$ cat src/rtl/cordic_share_arbiter.sv
// Round-robin front end that shares one pipelined Cordic among N_REQ requesters,
// routing each result back through an in-order tag FIFO, with a flush/quiesce sequence.
module cordic_share_arbiter #(
    parameter int N_REQ   = 4,
    parameter int XY_BITS = 16,
    parameter int PH_BITS = 16,
    parameter int MAX_OUT = 16
) (
    input  logic                       clk,
    input  logic                       RST,
    input  logic [N_REQ-1:0]           req_valid,
    output logic [N_REQ-1:0]           req_ready,
    input  logic [N_REQ*XY_BITS-1:0]   req_x,
    input  logic [N_REQ*XY_BITS-1:0]   req_y,
    input  logic [N_REQ*PH_BITS-1:0]   req_phase,
    output logic [XY_BITS-1:0]         cor_x_i,
    output logic [XY_BITS-1:0]         cor_y_i,
    output logic [PH_BITS-1:0]         cor_phase_in,
    output logic                       cor_valid_in,
    input  logic [XY_BITS-1:0]         cor_x_o,
    input  logic [XY_BITS-1:0]         cor_y_o,
    input  logic [PH_BITS-1:0]         cor_phase_out,
    input  logic                       cor_valid_out,
    output logic [N_REQ-1:0]           rsp_valid,
    output logic [XY_BITS-1:0]         rsp_x,
    output logic [XY_BITS-1:0]         rsp_y,
    output logic [PH_BITS-1:0]         rsp_phase,
    input  logic                       flush_req,
    output logic                       flush_done,
    output logic                       busy,
    output logic                       err_orphan
);

    localparam int ID_W  = $clog2(N_REQ);
    localparam int AW    = $clog2(MAX_OUT);
    localparam int CNT_W = AW + 1;

    localparam logic [1:0] ST_IDLE  = 2'd0;
    localparam logic [1:0] ST_RUN   = 2'd1;
    localparam logic [1:0] ST_DRAIN = 2'd2;
    localparam logic [1:0] ST_DONE  = 2'd3;

    logic [1:0]       state, state_nxt;
    logic [ID_W-1:0]  rr_ptr;
    logic [CNT_W-1:0] out_cnt, cnt_nxt;
    logic [AW-1:0]    wr_ptr, rd_ptr;
    logic [ID_W-1:0]  tag_mem [MAX_OUT];

    logic             issue_ok;
    logic             found_p0, gnt_vld_p0;
    logic [ID_W-1:0]  gnt_idx_p0;
    logic [ID_W:0]    scan_sum;
    logic [ID_W-1:0]  scan_idx;
    logic             pop, orphan;

    // Issue gating deliberately ignores cor_valid_out so a pop never frees a slot in the same cycle.
    assign issue_ok = RST && !flush_req && (state == ST_IDLE || state == ST_RUN)
                      && (out_cnt != CNT_W'(MAX_OUT));

    always_comb begin
        found_p0   = 1'b0;
        gnt_idx_p0 = '0;
        scan_sum   = '0;
        scan_idx   = '0;
        for (int k = 0; k < N_REQ; k++) begin
            scan_sum = {1'b0, rr_ptr} + (ID_W+1)'(k);
            if (scan_sum >= (ID_W+1)'(N_REQ)) scan_sum = scan_sum - (ID_W+1)'(N_REQ);
            scan_idx = scan_sum[ID_W-1:0];
            if (!found_p0 && req_valid[scan_idx]) begin
                found_p0   = 1'b1;
                gnt_idx_p0 = scan_idx;
            end
        end
    end

    assign gnt_vld_p0 = found_p0 && issue_ok;
    assign req_ready  = gnt_vld_p0 ? (N_REQ'(1) << gnt_idx_p0) : '0;

    assign pop     = cor_valid_out && (out_cnt != '0);
    assign orphan  = cor_valid_out && (out_cnt == '0);
    assign cnt_nxt = out_cnt + CNT_W'(gnt_vld_p0) - CNT_W'(pop);
    assign busy    = (out_cnt != '0);

    always_comb begin
        state_nxt = state;
        case (state)
            ST_IDLE:  if (flush_req) state_nxt = ST_DRAIN;
                      else if (|req_valid) state_nxt = ST_RUN;
            ST_RUN:   if (flush_req) state_nxt = ST_DRAIN;
                      else if (out_cnt == '0 && !(|req_valid)) state_nxt = ST_IDLE;
            ST_DRAIN: if (cnt_nxt == '0) state_nxt = ST_DONE;
            ST_DONE:  if (!flush_req) state_nxt = ST_IDLE;
            default:  state_nxt = ST_IDLE;
        endcase
    end

    always_ff @(posedge clk or negedge RST) begin
        if (!RST) begin
            state        <= ST_IDLE;
            rr_ptr       <= '0;
            out_cnt      <= '0;
            wr_ptr       <= '0;
            rd_ptr       <= '0;
            flush_done   <= 1'b0;
            err_orphan   <= 1'b0;
            cor_valid_in <= 1'b0;
            cor_x_i      <= '0;
            cor_y_i      <= '0;
            cor_phase_in <= '0;
            rsp_valid    <= '0;
            rsp_x        <= '0;
            rsp_y        <= '0;
            rsp_phase    <= '0;
        end else begin
            state      <= state_nxt;
            out_cnt    <= cnt_nxt;
            flush_done <= (state == ST_DRAIN) && (state_nxt == ST_DONE);
            if (orphan) err_orphan <= 1'b1;
            // issue stage: operands of the granted requester go to the Cordic next cycle
            cor_valid_in <= gnt_vld_p0;
            if (gnt_vld_p0) begin
                rr_ptr       <= (gnt_idx_p0 == ID_W'(N_REQ-1)) ? '0 : gnt_idx_p0 + 1'b1;
                wr_ptr       <= wr_ptr + 1'b1;
                cor_x_i      <= req_x[gnt_idx_p0*XY_BITS +: XY_BITS];
                cor_y_i      <= req_y[gnt_idx_p0*XY_BITS +: XY_BITS];
                cor_phase_in <= req_phase[gnt_idx_p0*PH_BITS +: PH_BITS];
            end
            // return stage: head tag selects the requester that sees the strobe
            rsp_valid <= pop ? (N_REQ'(1) << tag_mem[rd_ptr]) : '0;
            if (pop) begin
                rd_ptr    <= rd_ptr + 1'b1;
                rsp_x     <= cor_x_o;
                rsp_y     <= cor_y_o;
                rsp_phase <= cor_phase_out;
            end
        end
    end

    always_ff @(posedge clk) begin
        if (gnt_vld_p0) tag_mem[wr_ptr] <= gnt_idx_p0;
    end

endmodule

$ cat config.mk
export PLATFORM = sky130hd
export DESIGN_NAME = cordic_share_arbiter
export DESIGN_NICKNAME = d
export VERILOG_FILES = /design/src/rtl/cordic_share_arbiter.sv
export SDC_FILE = /design/constraint.sdc
export NUM_CORES = 1
export LEC_CHECK = 0
export CAP_MARGIN = 10
export CORE_AREA = 2 2 137 139
export DETAILED_ROUTE_END_ITERATION = 12
export DIE_AREA = 0 0 139 141
export GPL_ROUTABILITY_DRIVEN = 1
export GPL_TIMING_DRIVEN = 0
export PLACE_DENSITY = 0.83
export SETUP_SLACK_MARGIN = 0.4
export SLEW_MARGIN = 20
export SYNTH_ARGS = -nofsm -noshare
export SYNTH_HDL_FRONTEND = slang
export SYNTH_SLANG_ARGS = --single-unit
$ cat constraint.sdc
create_clock -name clk -period 4.2 [get_ports clk]
set_input_delay 0.63 -clock clk [delete_from_list [all_inputs] [get_ports clk]]
set_output_delay 0.63 -clock clk [all_outputs]
set_load 0.005 [all_outputs]
==> metrics <==
DR pass1 iterations=4; Core Footprint=roughly 18000 um^2; clock input transition at the sequential cells of the worst setup and hold paths=0.06 ns; cell with the largest stage delay on the worst path=sky130_fd_sc_hd__or4_1; drc violations=0; first-pass GRT wire length=36.7 mm; Worst Path Class, Setup=reg2reg; RSZ-0062 raised after global routing=true; dominant cell by count in the synthesized netlist=sky130_fd_sc_hd__nand2_1; die height=between 100 and 150 um; placement-stage cell area=11400 um^2; Data required, critical path=4.52 ns; total of warnings raised by yosys=0; wire length after detailed routing=around 24 mm; overall power of the completed layout=around 6500 uW; starting density of the core=41.2%; number of flops mapped to enable cells by yosys=32; maximum clock rate=around 270 MHz; crit path cell chain=inv_1 -> ha_1 -> or4b_1 -> clkbuf_1 -> nand2_4 -> inv_2 -> clkbuf_4 -> ha_1 -> inv_1 -> ha_1 -> inv_1 -> fa_1 -> inv_1 -> or4_1 -> o31ai_1; detailed placer's ending HPWL=18.4 mm; root buffer cell=sky130_fd_sc_hd__clkbuf_16; power density cells=about 540 nW/um^2; Synth Net Count=929; share of the synthesized netlist area taken by xor and xnor gates=1.16%; worst-case clock skew=0.0126 ns; detail-routed net length per standard cell=18.3 um; antenna violations before repair=2; number of CTS-inserted buffers=17; syn_area_per_cell=between 10 and 15 um^2; slew of the pin with the lowest slew margin=0.562 ns; post-synthesis simple-gate area fraction=14.1%; vias=6496; share of synthesized cell area in full adder, half adder and majority cells=2.76%; # setup viols final=0; clock tree from TritonCTS=built; worst-path fanout max=10; fraction of the mapped netlist area in compound gates=8.74%; pre-CTS setup slack=-0.257 ns; Area contributors post-synth=sky130_fd_sc_hd__dfrtp_1 40%, sky130_fd_sc_hd__mux2i_1 13%, sky130_fd_sc_hd__edfxtp_1 13%, sky130_fd_sc_hd__nand2_1 10%, sky130_fd_sc_hd__o221ai_2 4.0%; Main synth FF type=sky130_fd_sc_hd__dfrtp_1; post-synthesis sequential area ratio=52.6%; Tmin final=3.71 ns; number of sinks handled by clock tree synthesis=152; maximum single-stage delay on the critical path=0.55 ns; cell area after synthesis=7530 um^2; post-detailed-route via-to-cell ratio=5.04; summed area of non-filler cells in the final layout=12100 um^2; number of synthesized register bits=152; combinational family with the most area after synthesis=multiplexers; Final ANT Viol Nets=0; final period utilization=roughly nine tenths; number of nets in the layout=1305; worst ir drop on vdd=approximately 0.30 mV; GPL Wtd Cong=0.818; die boundary width=139 um; # rows=50; class of the tightest hold or removal check=in2async; number of primary I/O pins=356; die footprint=19600 um^2; ratio of cells with drive above 1 in the final layout=9.68%; clock buffer depth=2; critical path startpoint category=flip-flop; leakage power summed over all cells=0.00522 uW; worst hold slack after final layout=0.0849 ns; most numerous cell on the critical path=sky130_fd_sc_hd__inv_1; post-synthesis cell type count=49; maximum number of pins on one net before global-route repair=63; number of buffers added on ports=355; Max-slew headroom=between 60% and 70%; maxcap violations=0; number of global-route vias before repair=6950; instance count after placement with tap cells included=1255; layout overhead on the synthesized area=60.1%; ys async rst share=~79%; final worst-path setup slack=about 0.5 ns; share of Yosys cell area claimed by the top area cell type=between 30% and 40%; drt first-iter violations=approximately 180; gate count after technology mapping=665; count of placed standard cells in the final layout, fillers left out=1290; hold violation count in the final report=0; mux cell area share after synthesis=15.9%; WP data arrival=4.02 ns; kind of end point of the critical path=flip-flop; clock insertion delay at the later pin of the skew report=0.42 ns; H-tree level count=4; result of the run=complete, no violations; library cell with the largest summed area after synthesis=sky130_fd_sc_hd__dfrtp_1; aggregate global routing overflow=0; max-slew violations=0; top cells by instance count after synthesis=209 x sky130_fd_sc_hd__nand2_1, 120 x sky130_fd_sc_hd__dfrtp_1, 98 x sky130_fd_sc_hd__mux2i_1; aggregate global-route resource usage=around a quarter
## power breakdown
group	total [uW]	leakage, uW	switching, uW	internal [uW]
registers	2210	0.00178	265	1950
clock network	1560	0.000291	654	909
logic	2690	0.00315	1180	1510
total	6470	0.00522	2100	4370
## critical path: cells and delay by family (launching register included)
family / cells / cell delay [ns]
and+or+nand+nor: 3 / 1.14
AOI/OAI and AO/OA: 1 / 0.24
DFF: 1 / 0.39
buffers and inverters: 7 / 0.75
adders and majority gates: 4 / 1.09
## final timing paths
check                            from            end  slack (ns)  depth (start not counted)
min in group clk             rsp_x[7]       rsp_x[7]        0.47                          2
max in group asynchronous         RST      wr_ptr[2]        3.46                          2
hold / removal                    RST  rsp_phase[15]        0.08                          1
hold reg to reg              rsp_x[7]       rsp_x[7]        0.47                          2
setup reg to reg           out_cnt[2]       state[0]        0.49                         15
setup / recovery           out_cnt[2]       state[0]        0.49                         15
## repair_timing
item,4_1_cts,5_1_grt
hold buffers,0,0
gates resized for setup,6,5
hold endpoints to repair,0,0
setup buffers,0,1
endpoints found under the setup margin,3,5
## stage by stage
step	TNS, ns	util [%]
4_1_cts	0	65.8
2_1_floorplan	0	-
3_3_place_gp	-586.29	62.3
6_report	0	66.0
3_5_place_dp	-0.443	62.4
5_1_grt	0	66.0
## layer usage
metal | vias to the layer above | part of all wire [%] | GRT usage, %
met5 | - | 0 | 0
met4 | 0 | 2.0 | 8.56
met3 | 37 | 7.6 | 7.44
met2 | 277 | 55 | 45.4
met1 | 3093 | 36 | 25.6
li1 | 3089 | - | -
## cells by family (layout without fill, tap and decap cells)
logic type,count (synthesis),count (layout)
other,0,2
xor gates and xnor gates,10,10
muxes,108,108
adders and majority gates,16,16
and+or+nand+nor,254,254
buffers and inverters,59,448
AOI/OAI and AO/OA,66,66
DFF,152,152
## cell usage in the layout (no fill, tap or decap), types with 7 or more instances in the layout
master	n
sky130_fd_sc_hd__clkdlybuf4s50_1	353
sky130_fd_sc_hd__nand2_1	209
sky130_fd_sc_hd__dfrtp_1	120
sky130_fd_sc_hd__mux2i_1	98
sky130_fd_sc_hd__edfxtp_1	32
sky130_fd_sc_hd__o221ai_1	28
sky130_fd_sc_hd__o221ai_2	20
sky130_fd_sc_hd__clkbuf_16	17
sky130_fd_sc_hd__nor2_1	16
sky130_fd_sc_hd__ha_1	15
sky130_fd_sc_hd__inv_1	14
sky130_fd_sc_hd__clkbuf_1	13
sky130_fd_sc_hd__mux4_2	9
sky130_fd_sc_hd__xnor2_1	8
sky130_fd_sc_hd__buf_2	8
sky130_fd_sc_hd__buf_4	7
## flip-flops by register name (all words and copies together), names as in the netlist, 2 cells and up
signal / cells
state: 2
tag_mem: 32
cor_y_i: 16
rsp_y: 16
cor_x_i: 16
rd_ptr: 4
rsp_valid: 4
rsp_x: 16
cor_phase_in: 16
rr_ptr: 2
rsp_phase: 16
wr_ptr: 4
out_cnt: 5
## area by class of cell
class | count | area, um^2
inverters | 18 | 72.6
flip-flops and latches | 152 | 3960
plain buffers | 41 | 305
multi-input cells | 454 | 3210
diodes | 2 | 5.00
fillers | 1443 | 6210
clock inverters | 14 | 163
clock buffers | 18 | 439
repair buffers | 357 | 3600
well taps | 234 | 293
Note: power is estimated with default switching activity, not from simulation.
